==> src/rtl/vm_pkg.sv <==
// Shared vending-machine definitions: coin codes, change codes and the
// payout state encoding used by change_dispenser.
package vm_pkg;

    // Coin codes driven on coin_out
    localparam logic [1:0] COIN_NONE = 2'b00;
    localparam logic [1:0] COIN_5    = 2'b01;
    localparam logic [1:0] COIN_10   = 2'b10;

    // Change codes produced by vending_machine, in 5-unit steps
    localparam logic [1:0] CHG_0  = 2'b00;
    localparam logic [1:0] CHG_5  = 2'b01;
    localparam logic [1:0] CHG_10 = 2'b10;
    localparam logic [1:0] CHG_15 = 2'b11;

    typedef enum logic [2:0] {
        IDLE,
        CHECK,
        REQ,
        GAP,
        FAULT
    } state_t;

endpackage

==> src/rtl/change_dispenser_coin_stock.sv <==
// Stock counter for one coin denomination: reloads to INIT on reset or
// load, counts down by one per dispensed coin.
module coin_stock #(
    parameter int unsigned INIT  = 0,
    parameter int unsigned CNT_W = 4
) (
    input  logic             clk,
    input  logic             rst,
    input  logic             load,
    input  logic             dec,
    output logic [CNT_W-1:0] count
);

    logic [CNT_W-1:0] count_q;
    logic [CNT_W-1:0] count_d;

    // Next count: reload has priority over decrement
    always_comb begin
        count_d = count_q;
        if (load) begin
            count_d = CNT_W'(INIT);
        end else if (dec) begin
            count_d = count_q - 1'b1;
        end
    end

    // Count register with synchronous active-low reset
    always_ff @(posedge clk) begin
        if (!rst) begin
            count_q <= CNT_W'(INIT);
        end else begin
            count_q <= count_d;
        end
    end

    assign count = count_q;

endmodule

==> src/rtl/change_dispenser.sv <==
// Change payout controller: checks stock, then pays 10s first and 5s after
// over a req/ack hopper handshake, with a sticky jam fault on ack timeout.
module change_dispenser
    import vm_pkg::*;
#(
    parameter int unsigned STOCK5_INIT  = 8,
    parameter int unsigned STOCK10_INIT = 4,
    parameter int unsigned CNT_W        = 4,
    parameter int unsigned ACK_TIMEOUT  = 15
) (
    input  logic             clk,
    input  logic             rst,
    input  logic [1:0]       change_in,
    input  logic             change_vld,
    output logic             busy,
    output logic             coin_req,
    output logic [1:0]       coin_out,
    input  logic             coin_ack,
    input  logic             refill,
    output logic             done,
    output logic             err,
    output logic             fault,
    output logic [CNT_W-1:0] stock5,
    output logic [CNT_W-1:0] stock10
);

    localparam int unsigned TMR_W = $clog2(ACK_TIMEOUT + 1);

    state_t           state_q, state_d;
    logic [1:0]       amt_q, amt_d;
    logic             plan10_q, plan10_d;
    logic [1:0]       plan5_q, plan5_d;
    logic [TMR_W-1:0] tmr_q, tmr_d;
    logic             busy_q, busy_d;
    logic             coin_req_q, coin_req_d;
    logic [1:0]       coin_out_q, coin_out_d;
    logic             done_q, done_d;
    logic             err_q, err_d;
    logic             fault_q, fault_d;

    logic             load;
    logic             dec5;
    logic             dec10;
    logic             n10;
    logic [1:0]       n5;

    coin_stock #(.INIT(STOCK5_INIT), .CNT_W(CNT_W)) u_stock5 (
        .clk   (clk),
        .rst   (rst),
        .load  (load),
        .dec   (dec5),
        .count (stock5)
    );

    coin_stock #(.INIT(STOCK10_INIT), .CNT_W(CNT_W)) u_stock10 (
        .clk   (clk),
        .rst   (rst),
        .load  (load),
        .dec   (dec10),
        .count (stock10)
    );

    // Payout FSM next-state, plan bookkeeping and registered output values
    always_comb begin
        state_d    = state_q;
        amt_d      = amt_q;
        plan10_d   = plan10_q;
        plan5_d    = plan5_q;
        tmr_d      = tmr_q;
        busy_d     = busy_q;
        coin_req_d = coin_req_q;
        coin_out_d = coin_out_q;
        done_d     = 1'b0;
        err_d      = 1'b0;
        fault_d    = fault_q;
        load       = 1'b0;
        dec5       = 1'b0;
        dec10      = 1'b0;

        // amt>>1 is at most one, so min() reduces to "a 10 is wanted and one is left"
        n10 = amt_q[1] && (stock10 != '0);
        n5  = amt_q - {n10, 1'b0};

        unique case (state_q)
            IDLE: begin
                load = refill;
                if (change_vld) begin
                    amt_d   = change_in;
                    busy_d  = 1'b1;
                    state_d = CHECK;
                end
            end
            CHECK: begin
                if (CNT_W'(n5) > stock5) begin
                    err_d   = 1'b1;
                    busy_d  = 1'b0;
                    state_d = IDLE;
                end else if (amt_q == CHG_0) begin
                    done_d  = 1'b1;
                    busy_d  = 1'b0;
                    state_d = IDLE;
                end else begin
                    plan10_d = n10;
                    plan5_d  = n5;
                    state_d  = REQ;
                end
            end
            REQ: begin
                if (!coin_req_q) begin
                    // First REQ cycle raises the request with the coin chosen once
                    coin_req_d = 1'b1;
                    coin_out_d = plan10_q ? COIN_10 : COIN_5;
                    tmr_d      = '0;
                end else if (coin_ack) begin
                    if (coin_out_q == COIN_10) begin
                        dec10    = 1'b1;
                        plan10_d = 1'b0;
                    end else begin
                        dec5    = 1'b1;
                        plan5_d = plan5_q - 1'b1;
                    end
                    coin_req_d = 1'b0;
                    coin_out_d = COIN_NONE;
                    state_d    = GAP;
                end else if (tmr_q == TMR_W'(ACK_TIMEOUT - 1)) begin
                    coin_req_d = 1'b0;
                    coin_out_d = COIN_NONE;
                    fault_d    = 1'b1;
                    state_d    = FAULT;
                end else begin
                    tmr_d = tmr_q + 1'b1;
                end
            end
            GAP: begin
                if (!plan10_q && (plan5_q == '0)) begin
                    done_d  = 1'b1;
                    busy_d  = 1'b0;
                    state_d = IDLE;
                end else begin
                    state_d = REQ;
                end
            end
            FAULT: begin
                busy_d  = 1'b1;
                fault_d = 1'b1;
            end
            default: begin
                state_d = IDLE;
            end
        endcase
    end

    // FSM state and output registers, synchronous active-low reset
    always_ff @(posedge clk) begin
        if (!rst) begin
            state_q    <= IDLE;
            amt_q      <= '0;
            plan10_q   <= 1'b0;
            plan5_q    <= '0;
            tmr_q      <= '0;
            busy_q     <= 1'b0;
            coin_req_q <= 1'b0;
            coin_out_q <= COIN_NONE;
            done_q     <= 1'b0;
            err_q      <= 1'b0;
            fault_q    <= 1'b0;
        end else begin
            state_q    <= state_d;
            amt_q      <= amt_d;
            plan10_q   <= plan10_d;
            plan5_q    <= plan5_d;
            tmr_q      <= tmr_d;
            busy_q     <= busy_d;
            coin_req_q <= coin_req_d;
            coin_out_q <= coin_out_d;
            done_q     <= done_d;
            err_q      <= err_d;
            fault_q    <= fault_d;
        end
    end

    assign busy     = busy_q;
    assign coin_req = coin_req_q;
    assign coin_out = coin_out_q;
    assign done     = done_q;
    assign err      = err_q;
    assign fault    = fault_q;

endmodule
==> config.mk <==
export PLATFORM = sky130hd
export DESIGN_NAME = change_dispenser
export DESIGN_NICKNAME = d
export VERILOG_FILES = /design/src/rtl/vm_pkg.sv /design/src/rtl/change_dispenser_coin_stock.sv /design/src/rtl/change_dispenser.sv
export SDC_FILE = /design/constraint.sdc
export NUM_CORES = 1
export LEC_CHECK = 0
export ABC_AREA = 1
export CELL_PAD_IN_SITES_DETAIL_PLACEMENT = 1
export CELL_PAD_IN_SITES_GLOBAL_PLACEMENT = 2
export CORE_UTILIZATION = 34
export CTS_BUF_LIST = sky130_fd_sc_hd__clkbuf_2
export CTS_CLUSTER_DIAMETER = 60
export CTS_CLUSTER_SIZE = 12
export DETAILED_ROUTE_END_ITERATION = 16
export PLACE_DENSITY_LB_ADDON = 0.1
export SETUP_SLACK_MARGIN = 0.5
export SYNTH_ARGS = -nofsm -noshare
export SYNTH_HDL_FRONTEND = slang
export SYNTH_SLANG_ARGS = --single-unit
==> constraint.sdc <==
create_clock -name clk -period 4.39 [get_ports clk]
set_clock_uncertainty 0.2 [all_clocks]
set_input_delay 0.878 -clock clk [delete_from_list [all_inputs] [get_ports clk]]
set_output_delay 0.878 -clock clk [all_outputs]
set_load 0.1 [all_outputs]
## Yosys cells after proc, flatten, opt, wreduce, memory -nomap -nowiden

Index checks and enable logic that the tools add are counted.

- Multiplexer cells: 53
- Magnitude comparators: 1
- Equal/unequal tests: 21
- Reductions and logical operators: 20
- $add $sub $neg: 5
- Bitwise gates (word level): 2

Operators by type and width:

| operator | count |
|---|---|
| 2-to-1 mux 1 bit | 28 |
| 2-to-1 mux 2 bit | 12 |
| inequality test 2 bit (second input constant) | 12 |
| case mux 3 bit (5 select lines) | 1 |
| 2-to-1 mux 3 bit | 4 |
| 2-to-1 mux 4 bit | 3 |
| AND reduction 4 bit | 3 |
| AND reduction 6 bit | 2 |
| nonzero test 4 bit | 2 |
| subtractor 4 x 1 -> 4 bit (second input constant) | 2 |
| == test 3 x 2 -> 1 bit (second input constant) | 2 |
| inequality test 3 bit (second input constant) | 2 |
| case mux 1 bit (2 select lines) | 3 |
| AND reduction 2 bit | 3 |
| adder 4 x 1 -> 4 bit (second input constant) | 1 |
| == test 4 bit (second input constant) | 1 |
| > comparator 2 x 4 -> 1 bit | 1 |
| zero test 2 bit | 2 |
| case mux 1 bit (4 select lines) | 1 |
| case mux 2 bit (2 select lines) | 1 |
| nonzero test 2 bit | 2 |
| == test 3 x 1 -> 1 bit (second input constant) | 1 |
| == test 3 bit (second input constant) | 1 |
| zero test 3 bit | 1 |
| other kinds (9) | 11 |

- Logic and storage cells: 115
- Output and inout bits: 15
- Register bits: 27
- Input bits: 7

## Longest topological paths before layout

- Word-level depth: 6
- Gate-level depth with buffers: 14
- Mapped depth without buffers: 14

## By module

Synthesis repeated with hierarchy kept, for this count alone.

- Cells, all modules: 221
- Area total of the unflattened synthesis: 1501.4 um^2

Modules (own cells, without submodules):

| module | area each (um^2) | cells each | times used | seq. area each (um^2) |
|---|---|---|---|---|
| change_dispenser | 1126.1 | 168 | 1 | 380.4 |
| coin_stock at u_stock10 | 191.4 | 27 | 1 | 80.1 |
| coin_stock at u_stock5 | 183.9 | 26 | 1 | 80.1 |

## Worst setup path after synthesis

Ideal clock, no wire load.

- Kind: register -> register
- Start: register u_stock10.count_q[0] (netlist: u_stock10.count[0])
- End: register state_q[1]
- Required time: 4.076 ns
- Data arrival time: 2.385 ns
- Clock period less this slack: 2.699 ns
- Setup time: 0.114 ns
- Path buffers: 0
- Slack: 1.691 ns
- Cell stages (with the launch flop): 14
- Cells stage by stage: dfxtp_1 inv_1 ha_1 nand3_1 nor2_1 ha_1 nand2_1 nand2_1 inv_1 nand2_1 nand3_1 nand3_1 o21bai_1 inv_1

- Longest elaborated chain between the ends: 6

RTL lines:

| element | line | RTL |
|---|---|---|
| start: declaration | change_dispenser_coin_stock.sv:14 | `logic [CNT_W-1:0] count_q;` |
| start signal: assignment | change_dispenser_coin_stock.sv:30 | `count_q <= CNT_W'(INIT);` |
| start signal: assignment | change_dispenser_coin_stock.sv:32 | `count_q <= count_d;` |
| nonzero test 4 bit | change_dispenser.sv:81 | `n10 = amt_q[1] && (stock10 != '0);` |
| logical AND 1 bit | change_dispenser.sv:81 |  |
| subtractor 2 bit | change_dispenser.sv:82 | `n5 = amt_q - {n10, 1'b0};` |
| > comparator 2 x 4 -> 1 bit | change_dispenser.sv:94 | `if (CNT_W'(n5) > stock5) begin` |
| 2-to-1 mux 2 bit | change_dispenser.sv:94 |  |
| case mux 3 bit (5 select lines) | change_dispenser.sv:84 | `unique case (state_q)` |
| end signal: assignment | change_dispenser.sv:168 | `state_q <= state_d;` |
| end: declaration | change_dispenser.sv:29 | `state_t state_q, state_d;` |

Every way passes these cells.
A chain may end at the register's enable or synchronous reset.

## Worst setup path after layout

- Start: register coin_req_q (netlist: coin_req)
- End: output port coin_req

RTL lines:

| element | line | RTL |
|---|---|---|
| start: declaration | change_dispenser.sv:35 | `logic coin_req_q, coin_req_d;` |
| start signal: assignment | change_dispenser.sv:174 | `coin_req_q <= coin_req_d;` |
| end: declaration | change_dispenser.sv:16 | `output logic coin_req,` |

No word-level cell between the ends.

==> flow_summary.yaml <==
synth:
  ys.warnings.count: 0
  synth_cells: 215
  syn_area_mm2: 0.00153
  synth_top_area_share_pct: 35.4
  ys_seq_area_share_pct: 35.4
  yosys.cell_types.count: 33
  synth-seq-cells: 27
  synth_nets: 230
  synth_top_cell_by_area: "dfxtp_1"
  synth_area_leaders: "dfxtp_1 (35%), nand2_1 (12%), inv_1 (8.9%)"
  synth_area_per_cell_um2: 7.09
floorplan:
  die_area_mm2: 0.00476
  design.portCount: 22
  die_x_um: 69.0
  start_util_pct: 36.8
  rows: 23
  dieHeight_um: 69.0
  core_area_mm2: 0.00414
timing:
  max-slew-margin-rel_pct: 34.5
  hold_slack_ns: 0.269
  finalCritPeriodShare_pct: 72.5
  timing.fmax_ghz: 0.314
  fin_tns_setup_ns: 0
  layout_setup_ws_ns: 1.21
  period_minus_slack_ns: 3.18
  grt_setup_unrepaired: "no"
  setup_viol: 0
  slew_viol_final: 0
  tightest_slew_ns: 0.979
  hold_violations: 0
setup_path:
  crit_type: "register to primary output"
  r2r_slack_ns: 2.23
  worstSetupStartpointType: "register"
  arrival_ns: 2.10
  critPathTopFamily: "buffers and inverters"
  end_kind: "primary output"
  worstReg2RegEnd: "state_q[1]$_SDFFE_PN0P_"
  reg2reg_depth: 13
  cp.required_ns: 3.31
  crit_slowest_cell: "clkdlybuf4s50_1"
  crit_path_max_fanout: 7
  r2r-start: "u_stock10.count[0]$_SDFFE_PP0P_"
  crit_buf_inv: 1
  crit_path_max_incr_delay_ns: 1.19
  cp_cell_sequence: "clkdlybuf4s50_1"
routing:
  drc: 0
  wl_per_cell_um: 13.1
  via_count: 1407
  drtPass1Iterations: 4
  drtIter0Drc: 57
  antenna_left: 0
  vias_per_cell: 4.90
  finalWirelength_um: 3760
status:
  outcome: "complete, no violations"
cts:
  cts_num_sinks: 27
  post_cts_buffers: 0
  path_clk_slew_ns: 0.27
  cts_hold_buf: 0
  clock_latency_ns: 0.36
  h-tree-depth: 1
  cts_tree: "done"
  cts_resized: 0
  cts_buffer_depth: 2
  cts_buffers: 3
  cts_root_buffer: "clkbuf_2"
global_route:
  grt_max_degree: 15
  gr-total-overflow: 0
  grt_pass1_vias: 1416
  antenna_found_initial: 0
  grt_use_total_pct: 18.1
  grt_first_pass_wirelength_um: 6260
placed_design:
  post-place-ws_ns: 1.66
  placed_cells: 283
  hpwl_um: 3040
  placed_area_mm2: 0.00178
  place_congestion: 0.850
  io_buffers: 21
job:
  maxCapViolations: 0
layout:
  num_antenna_cells: 0
  syn_to_final_growth_pct: 17.9
  drive_gt1_share_pct: 8.86
  fin_area_mm2: 0.00180
  fin_util_pct: 43.4
  fin_cells: 287
  final_nets: 253
power:
  ir_drop_v: 0.000155
  p_total_mw: 0.706
  power_leakage_nw: 0.781
  powerDensity_mw_per_mm2: 393
min_path:
  hold_path_class: "register to register"
  holdPathEnd: "fault$_SDFFE_PN0P_"
  whs_path_depth: 2
  hold_start: "fault$_SDFFE_PN0P_"
==> how the worst max path moves through the flow <==
stage | start | to | slack (ns) | depth (start not counted)
detailed placement | coin_req$_SDFFE_PN0P_ | coin_req | 1.66 | 1
global route | coin_req$_SDFFE_PN0P_ | coin_req | 1.10 | 1
floorplan | u_stock10.count[0]$_SDFFE_PP0P_ | state_q[1]$_SDFFE_PN0P_ | 1.69 | 13
global placement | coin_req$_SDFFE_PN0P_ | coin_req | 1.68 | 1
CTS | coin_req$_SDFFE_PN0P_ | coin_req | 1.19 | 1
finish | coin_req$_SDFFE_PN0P_ | coin_req | 1.21 | 1
==> cell usage in the layout, fill, tap and decap left out, types with 2 or more instances in the layout <==
cell type,instances
xor2_1,2
nand2_1,47
clkbuf_2,4
ha_1,8
nor2_1,22
nor2_4,3
inv_2,4
inv_1,36
nand3b_1,2
a21oi_1,17
dfxtp_1,27
clkdlybuf4s50_1,21
o21ai_0,11
nand3_1,15
==> cell families (layout without fill, tap and decap cells) <==
logic type               Yosys count  after routing  share of synthesized area, %
AO/OA/AOI/OAI                     37             37                          14.8
XOR/XNOR                           2              2                          1.15
adder cells (fa/ha/maj)            8              8                          6.56
buffers and inverters             43             65                          11.2
flip-flops                        27             27                          35.4
AND/OR/NAND/NOR                   98             98                          30.8
==> where the power goes <==
group / leakage (nW) / internal (mW) / switching (mW) / total [mW]
clock network: 0.0166 / 0.0240 / 0.0777 / 0.102
registers: 0.220 / 0.273 / 0.0228 / 0.296
logic: 0.545 / 0.0881 / 0.220 / 0.308
total: 0.781 / 0.385 / 0.320 / 0.706
==> area by class of cell <==
type	count	area (µm²)
Multi-Input combinational cell	145	815
Timing Repair Buffer	21	210
Inverter	40	150
Sequential cell	27	541
Tap cell	50	62.6
Fill cell	540	2350
Clock buffer	4	20.0
==> state kept, by name, summed over array words and instances, names as in the netlist <==
signal           cells
err                  1
coin_req             1
plan10_q             1
u_stock5.count       4
state_q              3
amt_q                2
coin_out             2
busy                 1
plan5_q              2
done                 1
tmr_q                4
u_stock10.count      4
fault                1
==> synth_stat cells (all sizes together) <==
cell / number
a211oi: 2
a21oi: 18
buf: 2
clkbuf: 1
dfxtp: 27
ha: 8
inv: 40
nand2: 48
nand3: 16
nand3b: 2
nand4: 2
nor2: 26
nor3: 2
nor3b: 2
o2111ai: 1
o211ai: 1
o21ai: 13
o21bai: 1
o22ai: 1
xor2: 2
==> routing by layer <==
| layer | vias up | share of wire, % | global-route usage (%) |
|---|---|---|---|
| met2 | 21 | 50 | 34.7 |
| met5 | - | 0 | 0 |
| met1 | 655 | 45 | 20.0 |
| met4 | 0 | 1.6 | 5.61 |
| met3 | 6 | 3.0 | 2.96 |
| li1 | 725 | - | - |
(Power assumes the default switching activity.)
